File: src/rtl/memory_access_pkg.sv
// Shared types for the memory-access pipeline stage: pipe records, data-bus
// request/response, access-size encoding and misalignment cause codes.
package memory_access_pkg;

    typedef enum logic [1:0] {
        MSIZE1 = 2'd0,
        MSIZE2 = 2'd1,
        MSIZE4 = 2'd2,
        MSIZE8 = 2'd3
    } msize_t;

    localparam logic [63:0] MCAUSE_LOAD_MISALIGNED  = 64'd4;
    localparam logic [63:0] MCAUSE_STORE_MISALIGNED = 64'd6;

    // memext = 1 selects sign extension of load data
    typedef struct packed {
        logic   memread;
        logic   memwrite;
        msize_t memsize;
        logic   memext;
        logic   regwrite;
    } control_t;

    typedef struct packed {
        logic        valid;
        logic [63:0] mcause;
        logic [63:0] mtval;
    } excep_t;

    typedef struct packed {
        logic        valid;
        logic [63:0] pc;
        control_t    ctl;
        logic [4:0]  dst;
        logic [63:0] aluout;
        logic [63:0] memwd;
    } execute_data_t;

    typedef struct packed {
        logic        valid;
        logic [63:0] pc;
        control_t    ctl;
        logic [4:0]  dst;
        logic [63:0] result;
        excep_t      excep;
    } memory_data_t;

    typedef struct packed {
        logic        valid;
        logic [63:0] addr;
        msize_t      size;
        logic [7:0]  strobe;
        logic [63:0] data;
    } dbus_req_t;

    typedef struct packed {
        logic        addr_ok;
        logic        data_ok;
        logic [63:0] data;
    } dbus_resp_t;

    typedef enum logic [1:0] {
        ST_IDLE  = 2'd0,
        ST_BUSY  = 2'd1,
        ST_DRAIN = 2'd2
    } state_t;

    function automatic logic [7:0] size_mask(input msize_t size);
        logic [7:0] m;
        case (size)
            MSIZE1:  m = 8'h01;
            MSIZE2:  m = 8'h03;
            MSIZE4:  m = 8'h0F;
            default: m = 8'hFF;
        endcase
        return m;
    endfunction

endpackage

File: src/rtl/memory_access_if.sv
// Pipeline and data-bus signals of the memory-access stage.
// master = the stage itself, slave = surrounding pipeline and bus.
interface memory_access_if;
    import memory_access_pkg::*;

    execute_data_t dataE;
    logic          mem_misaligned;
    logic [63:0]   mem_mcause;
    logic          flush;
    logic          stallM;
    dbus_req_t     dreq;
    dbus_resp_t    dresp;
    memory_data_t  dataM;
    logic          skip;

    modport master (
        input  dataE, mem_misaligned, mem_mcause, flush, dresp,
        output stallM, dreq, dataM, skip
    );

    modport slave (
        output dataE, mem_misaligned, mem_mcause, flush, dresp,
        input  stallM, dreq, dataM, skip
    );

endinterface

File: src/rtl/memory_access_readdata.sv
// Load lane extraction: shifts the addressed bytes down to bit 0 and
// truncates/extends them to the access size.
module memory_access_readdata
    import memory_access_pkg::*;
(
    input  logic [2:0]  addr_i,
    input  msize_t      size_i,
    input  logic        ext_i,
    input  logic [63:0] raw_i,
    output logic [63:0] word_o
);

    logic [63:0] shifted;

    always_comb begin
        shifted = raw_i >> {addr_i, 3'b000};
        word_o  = shifted;
        case (size_i)
            MSIZE1:  word_o = ext_i ? {{56{shifted[7]}},  shifted[7:0]}  : {56'b0, shifted[7:0]};
            MSIZE2:  word_o = ext_i ? {{48{shifted[15]}}, shifted[15:0]} : {48'b0, shifted[15:0]};
            MSIZE4:  word_o = ext_i ? {{32{shifted[31]}}, shifted[31:0]} : {32'b0, shifted[31:0]};
            default: word_o = shifted;
        endcase
    end

endmodule

File: src/rtl/memory_access.sv
// Memory-access pipeline stage: issues one data-bus access per load/store and
// hands results to writeback. MEM_MMIO_SKIP_EN enables the MMIO difftest skip.
//
// state    | meaning
// ---------+-----------------------------------------------------------
// ST_IDLE  | no access outstanding; dataE accepted or passed through
// ST_BUSY  | bus access pending; result goes to dataM on data_ok
// ST_DRAIN | flushed access still on the bus; result dropped on data_ok
module memory_access
    import memory_access_pkg::*;
#(
    parameter int SKIP_ADDR_BIT = 31
) (
    input logic             clk,
    input logic             reset,
    memory_access_if.master bus
);

    state_t        state_q, state_d;
    execute_data_t inst_q, inst_d;
    memory_data_t  data_m_q, data_m_d;
    dbus_req_t     dreq_q, dreq_d;
    logic [63:0]   load_word;
    logic [2:0]    off_e;
    logic          accept_e;

    memory_access_readdata u_readdata (
        .addr_i (inst_q.aluout[2:0]),
        .size_i (inst_q.ctl.memsize),
        .ext_i  (inst_q.ctl.memext),
        .raw_i  (bus.dresp.data),
        .word_o (load_word)
    );

    assign off_e    = bus.dataE.aluout[2:0];
    assign accept_e = bus.dataE.valid && (bus.dataE.ctl.memread || bus.dataE.ctl.memwrite)
                      && !bus.mem_misaligned && !bus.flush;

    always_ff @(posedge clk) begin
        if (reset) begin
            state_q  <= ST_IDLE;
            inst_q   <= '0;
            data_m_q <= '0;
            dreq_q   <= '0;
        end else begin
            state_q  <= state_d;
            inst_q   <= inst_d;
            data_m_q <= data_m_d;
            dreq_q   <= dreq_d;
        end
    end

    always_comb begin
        state_d    = state_q;
        inst_d     = inst_q;
        data_m_d   = '0;
        dreq_d     = dreq_q;
        bus.stallM = 1'b0;
        case (state_q)
            ST_IDLE: begin
                dreq_d = '0;
                if (accept_e) begin
                    state_d       = ST_BUSY;
                    inst_d        = bus.dataE;
                    bus.stallM    = 1'b1;
                    dreq_d.valid  = 1'b1;
                    dreq_d.addr   = bus.dataE.aluout;
                    dreq_d.size   = bus.dataE.ctl.memsize;
                    dreq_d.strobe = bus.dataE.ctl.memwrite ? (size_mask(bus.dataE.ctl.memsize) << off_e) : 8'h00;
                    dreq_d.data   = bus.dataE.ctl.memwrite ? (bus.dataE.memwd << {off_e, 3'b000}) : 64'h0;
                end else if (bus.dataE.valid && !bus.flush) begin
                    data_m_d.valid  = 1'b1;
                    data_m_d.pc     = bus.dataE.pc;
                    data_m_d.ctl    = bus.dataE.ctl;
                    data_m_d.dst    = bus.dataE.dst;
                    data_m_d.result = bus.dataE.aluout;
                    if (bus.mem_misaligned) begin
                        data_m_d.excep.valid  = 1'b1;
                        data_m_d.excep.mcause = bus.mem_mcause;
                        data_m_d.excep.mtval  = bus.dataE.aluout;
                        data_m_d.ctl.regwrite = 1'b0;
                        data_m_d.ctl.memwrite = 1'b0;
                    end
                end
            end
            ST_BUSY: begin
                bus.stallM = !bus.dresp.data_ok;
                if (bus.dresp.data_ok) begin
                    state_d = ST_IDLE;
                    dreq_d  = '0;
                    if (!bus.flush) begin
                        data_m_d.valid  = inst_q.valid;
                        data_m_d.pc     = inst_q.pc;
                        data_m_d.ctl    = inst_q.ctl;
                        data_m_d.dst    = inst_q.dst;
                        data_m_d.result = inst_q.ctl.memread ? load_word : inst_q.aluout;
                    end
                end else if (bus.flush) begin
                    state_d = ST_DRAIN;
                end
            end
            ST_DRAIN: begin
                bus.stallM = !bus.dresp.data_ok;
                if (bus.dresp.data_ok) begin
                    state_d = ST_IDLE;
                    dreq_d  = '0;
                end
            end
            default: begin
                state_d = ST_IDLE;
                dreq_d  = '0;
            end
        endcase
        if (reset) bus.stallM = 1'b0;
    end

    assign bus.dreq  = dreq_q;
    assign bus.dataM = data_m_q;

    // memwd is consumed when the request is built; addr_ok is not needed
    // because the request is held until data_ok anyway
    logic unused_ok;
    assign unused_ok = ^{bus.dresp.addr_ok, inst_q.memwd};

`ifdef MEM_MMIO_SKIP_EN
    logic skip_q, skip_d;
    assign skip_d = data_m_d.valid && (state_q != ST_IDLE) && !inst_q.aluout[SKIP_ADDR_BIT];
    always_ff @(posedge clk) begin
        if (reset) skip_q <= 1'b0;
        else       skip_q <= skip_d;
    end
    assign bus.skip = skip_q;
`else
    logic unused_skip_bit;
    assign unused_skip_bit = inst_q.aluout[SKIP_ADDR_BIT];
    assign bus.skip        = 1'b0;
`endif

endmodule

File: src/flat_wrapper.sv
// flat-port wrapper written by rule: the top's interface ports become plain ports
module memory_access_flat import memory_access_pkg::*;
#(
    parameter int SKIP_ADDR_BIT = 31
)
  (clk, reset, bus_dataE, bus_mem_misaligned, bus_mem_mcause, bus_flush, bus_dresp, bus_stallM, bus_dreq, bus_dataM, bus_skip);
  memory_access_if bus_i ();
  input logic clk;
  input logic reset;
  input wire logic [$bits(bus_i.dataE)-1:0] bus_dataE;
  input wire logic [$bits(bus_i.mem_misaligned)-1:0] bus_mem_misaligned;
  input wire logic [$bits(bus_i.mem_mcause)-1:0] bus_mem_mcause;
  input wire logic [$bits(bus_i.flush)-1:0] bus_flush;
  input wire logic [$bits(bus_i.dresp)-1:0] bus_dresp;
  output wire logic [$bits(bus_i.stallM)-1:0] bus_stallM;
  output wire logic [$bits(bus_i.dreq)-1:0] bus_dreq;
  output wire logic [$bits(bus_i.dataM)-1:0] bus_dataM;
  output wire logic [$bits(bus_i.skip)-1:0] bus_skip;
  assign bus_i.dataE = bus_dataE;
  assign bus_i.mem_misaligned = bus_mem_misaligned;
  assign bus_i.mem_mcause = bus_mem_mcause;
  assign bus_i.flush = bus_flush;
  assign bus_i.dresp = bus_dresp;
  assign bus_stallM = bus_i.stallM;
  assign bus_dreq = bus_i.dreq;
  assign bus_dataM = bus_i.dataM;
  assign bus_skip = bus_i.skip;
  memory_access #(.SKIP_ADDR_BIT(SKIP_ADDR_BIT)) u_core (.clk(clk), .reset(reset), .bus(bus_i));
endmodule
File: config.mk
export PLATFORM = sky130hd
export DESIGN_NAME = memory_access_flat
export DESIGN_NICKNAME = d
export VERILOG_FILES = /design/src/rtl/memory_access_pkg.sv /design/src/rtl/memory_access_if.sv /design/src/rtl/memory_access_readdata.sv /design/src/rtl/memory_access.sv /design/src/flat_wrapper.sv
export SDC_FILE = /design/constraint.sdc
export NUM_CORES = 1
export LEC_CHECK = 0
export ABC_AREA = 1
export BUFFER_PORTS_ARGS = -buffer_cell sky130_fd_sc_hd__buf_2
export CELL_PAD_IN_SITES_DETAIL_PLACEMENT = 1
export CELL_PAD_IN_SITES_GLOBAL_PLACEMENT = 1
export CORE_AREA = 2 2 295 297
export DETAILED_ROUTE_END_ITERATION = 10
export DIE_AREA = 0 0 297 299
export PLACE_DENSITY_LB_ADDON = 0.1
export REMOVE_ABC_BUFFERS = 1
export SKIP_LAST_GASP = 1
export SYNTH_ARGS = -nofsm -noshare
export SYNTH_HDL_FRONTEND = slang
export SYNTH_SLANG_ARGS = --single-unit
export TNS_END_PERCENT = 5
File: constraint.sdc
create_clock -name clk -period 2.5 [get_ports clk]
set_clock_uncertainty 0.15 [all_clocks]
set_input_delay 0.25 -clock clk [delete_from_list [all_inputs] [get_ports clk]]
set_output_delay 0.25 -clock clk [all_outputs]
set_load 0.01 [all_outputs]
### After elaboration in Yosys (flattened, before gate mapping)

Index checks and enable logic that the tools add are counted.

* input bits: 338
* output and inout bits: 410
* logic and storage cells: 88
* register bits after elaboration: 550

* equal/unequal tests: 10
* bitwise logic cells: 3
* shift-type cells: 3
* reductions and logical operators: 16
* multiplexer cells: 29

Operators by type and width (count)
* $mux W269: 2
* $mux W64: 5
* $mux W140: 2
* $pmux W140 S2: 1
* $mux W139: 2
* $pmux W139 S2: 1
* $pmux W64 S3: 1
* $mux W129: 1
* $shl A64 B6 Y64: 1
* $shr A64 B6 Y64: 1
* $mux W8: 3
* $pmux W8 S3: 1
* $mux W2: 4
* $shl A8 B3 Y8: 1
* $eq A2 B1 Y1 const B: 3
* $eq A2 B2 Y1 const B: 3
* $logic_not A2 Y1: 3
* $pmux W2 S3: 1
* $reduce_or A5 Y1: 1
* $logic_and A1 B1 Y1: 4
* $mux W1: 4
* $ne A2 B1 Y1 const B: 2
* $reduce_or A4 Y1: 1
* $logic_not A1 Y1: 3
* 8 further kinds: 10

### Longest topological paths before layout

* depth in word-level cells: 10
* depth in mapped cells: 13

### Modules after synthesis

From an unflattened synthesis, not the netlist that was laid out.

* cells, all modules: 3229
* area, all modules: 22745.6 um2

By module, submodules not included
* memory_access: area an instance 20397.1 um2, times used 1, cells an instance 2736
* memory_access_readdata: area an instance 2348.5 um2, times used 1, cells an instance 493

### Least setup slack after synthesis

OpenSTA, ideal clock, no wires.

* kind: reg2out
* start point: reg u_core.state_q[0]
* end point: out bus_stallM
* setup slack: 0.622 ns
* data required time: 2.100 ns
* arrival: 1.478 ns
* path buffers: 1
* stages on the path, launching flop included: 10
* path through: dfxtp_1 -> inv_1 -> ha_1 -> inv_1 -> nor2_2 -> nand2_2 -> clkinv_1 -> clkbuf_1 -> o21ai_0 -> nor2_1

* longest elaborated chain between the ends: 4
* elaborated cells between the ends (all ways): 6
* classes of those cells: 2 x eq/ne; 2 x mux; 2 x reduce/logical

RTL lines
* start: declaration: RTL line memory_access.sv:19 `state_t state_q, state_d;`
* start signal: assignment: RTL line memory_access.sv:46 `state_q <= state_d;`
* $eq A2 B1 Y1 / $eq A2 B2 Y1 (equally long branches): RTL line memory_access.sv:59 `case (state_q)`
* $reduce_or A2 Y1 (no line)
* $pmux W1 S2 (*): RTL line memory_access.sv:59
* $mux W1 (*): RTL line memory_access.sv:114 `if (reset) bus.stallM = 1'b0;`
* end: declaration: RTL line flat_wrapper.sv:15 `output wire logic [$bits(bus_i.stallM)-1:0] bus_stallM;`

Every way passes the cells marked *; elsewhere a longest branch is shown, timed or not.

### Worst setup path after layout

* start point: reg u_core.state_q[1]
* end point: out bus_stallM

The elaborated chain is that of the path after synthesis.

==> flow_metrics.tcl <==
set metrics [dict create \
    vias_per_cell 4.56 \
    crit_slowest_cell "dfxtp_1" \
    synth_cell_types 42 \
    cp_slowest_stage_delay_ns 0.35 \
    core-area_sq_um 85900 \
    p_comb_share_pct 13.3 \
    post-place-ws_ns 0.230 \
    setup_viol 0 \
    num_rows 108 \
    min_path_type "in -> reg" \
    hold_viol_final 0 \
    dp_hpwl_microns 73600 \
    setup_tns_ns 0 \
    ios 748 \
    netlist_area_sq_um 22700 \
    root_buffer "clkbuf_16" \
    crit_type "reg -> out" \
    worst_pin_slew_ns 0.785 \
    startpoint_type "register" \
    ys_ff_latch 550 \
    outcome "complete, no violations" \
    finalCritPeriodShare_pct 92.6 \
    pwr-share-clk_pct 45.1 \
    drive_above_1_share_pct 25.9 \
    die_area_sq_um 88800 \
    synth_top_area_share_pct 48.5 \
    pwr_density_cell_nw_per_um2 686 \
    seq_area_frac_synth_pct 48.5 \
    slew_headroom_pct 47.7 \
    die_w_microns 297 \
    grt_pass1_wl_microns 155000 \
    synth_cells 3132 \
    p_int_mw 16.3 \
    crit_family "buffers and inverters" \
    cts_max_level 3 \
    grt_use_total_pct 22.7 \
    cts_tree "done" \
    start_util_pct 26.4 \
    totalWireLength_microns 105000 \
    vias 23900 \
    cts_buffer_depth 3 \
    grt_overflow 0 \
    wl_per_cell_microns 20.0 \
    cp.arrival_ns 1.91 \
    rrSetupSlack_ns 0.23 \
    rsz0062_at_grt "false" \
    cts_buffers 69 \
    seqPwrFrac_pct 41.6 \
    drc 0 \
    clk_latency_ns 0.60 \
    worst_slack_ns 0.185 \
    fin_crit_ns 2.31 \
    power_leakage_nw 14.6 \
    final_util_pct 37.7 \
    maxCapViolCount 0 \
    antenna_found_initial 25 \
    worst-path-buf-inv 3 \
    synth_warnings 0 \
    sw_frac_of_total_pct 26.8 \
    nFillCells 10700 \
    grt_max_degree 124 \
    crit_required_ns 2.10 \
    endpoint_kind "output pin" \
    gp_congestion 0.816 \
    switching_power_mw 5.96 \
    area_growth_pct 42.6 \
    drtAntennaViolNets 0 \
    report.final.slew_viol_count 0 \
    synthTopCellsByArea "dfxtp_1 (48%), nand2_1 (14%), a21oi_1 (7.5%)" \
    drtIter0Drc 998 \
    die_y_microns 299 \
    yosys.area.top_type "dfxtp_1" \
    crit_fanout 13 \
    fmax_ghz 0.432 \
    drtPass1Iterations 5 \
    nNetsFinal 4370 \
    grt_pass1_vias 24600 \
    ir_drop_uv 473 \
    power_mw 22.2 \
    cp_cell_sequence "inv_1 -> ha_1 -> nand2_4 -> inv_4 -> o21ai_2 -> nor2_1 -> buf_2" \
    cts_sinks 550 \
    io_buffers 745 \
    avgSynthCellArea_sq_um 7.25 \
    clk_pin_slew_ns 0.05 \
]
[synthesized netlist by cell type, drive strengths merged]
library cell / count
o21ai: 322
and2: 2
o22ai: 1
o31ai: 3
nand3b: 1
a32o: 4
o21a: 3
nor2: 435
clkinv: 3
a22oi: 9
dfxtp: 550
conb: 1
a31oi: 2
nand3: 79
clkbuf: 142
buf: 92
mux2i: 9
a21oi: 369
inv: 188
o211ai: 48
o221ai: 4
nand2: 839
a211oi: 3
nor3: 1
or2: 18
ha: 4
[final cells by class]
class | count | area [sq um] | share of cell area (%)
sequential | 550 | 11000 | 34.0
timing repair buffer | 1059 | 7000 | 21.6
inverter | 191 | 737 | 2.28
multi-input combinational | 2157 | 9920 | 30.6
tap | 1155 | 1450 | 4.46
clock inverter | 17 | 226 | 0.699
clock buffer | 97 | 2020 | 6.23
antenna | 9 | 22.5 | 0.0696
[placed cells by master (no fill, tap or decap), drive strengths merged, types with 18 or more instances in the layout]
cell / n
nand2: 839
buf: 829
dfxtp: 550
nor2: 435
a21oi: 369
o21ai: 322
dlygate4sd3: 230
inv: 190
clkbuf: 97
nand3: 79
o211ai: 48
or2: 18
[per-stage QoR]
step | hold slack [ns] | std cells | cell area [sq um]
floorplan | 0.162 | 2898 | 21600
global placement | 0.301 | 4878 | 27800
detailed placement | 0.303 | 4878 | 27800
CTS | 0.000166 | 5223 | 32300
global route | 0.0532 | 5234 | 32400
finish | 0.0319 | 5235 | 32400
[tightest hold or removal path: stages]
cell and delay [ns]:
buf_2 0.10, o211ai_1 0.09, o211ai_1 0.08, o211ai_1 0.09, a21oi_1 0.13
[state kept, by name, summed over array words and instances, names as in the netlist]
| name | count |
|---|---|
| u_core.state_q | 2 |
| u_core.inst_q | 140 |
| u_core.bus.dreq | 139 |
| u_core.bus.dataM | 269 |
[power groups by stage]
stage	logic (mW)	clock network [mW]	registers [mW]
global route	3.28	10.7	9.26
detailed placement	2.68	0	9.42
floorplan	1.13	0	9.54
global placement	2.67	0	9.41
finish	2.95	10.0	9.23
CTS	2.99	10.4	9.23
[timing repair]
item / in CTS / in global routing
hold buffers: 230 / 0
resized for setup: 5 / 2
hold endpoints to repair: 496 / 0
pin swaps: 2 / 1
buffers inserted: 1 / 3
setup endpoints to repair: 1 / 1
[path summary, 6_finish.rpt]
path | end | cells past startpoint | start
max | bus_stallM | 7 | u_core.state_q[1]
min | u_core.bus.dreq[48] | 5 | bus_dataE[40]
max reg2reg | u_core.bus.dataM[149] | 8 | u_core.inst_q[66]
min reg2reg | u_core.bus.dreq[41] | 2 | u_core.bus.dreq[41]
[cells by family (layout without fill, tap and decap cells)]
family                     count (synthesis)  count (layout)  share of synthesized area (%)
AOI/OAI and AO/OA                        768             768                           18.8
DFF                                      550             550                           48.5
and+or+nand+nor                         1375            1375                           24.0
adders and majority gates                  4               4                          0.220
muxes                                      9               9                          0.397
other                                      1              10                         0.0165
buffers and inverters                    425            1364                           8.04
[per-layer routing]
layer,vias up,global-route usage [%],wire [microns]
li1,11800,-,-
met1,11300,27.4,44600
met2,617,39.3,50500
met3,153,5.93,6280
met4,10,7.26,3120
met5,-,0,70
No activity file was read; power rests on OpenSTA's default activity.
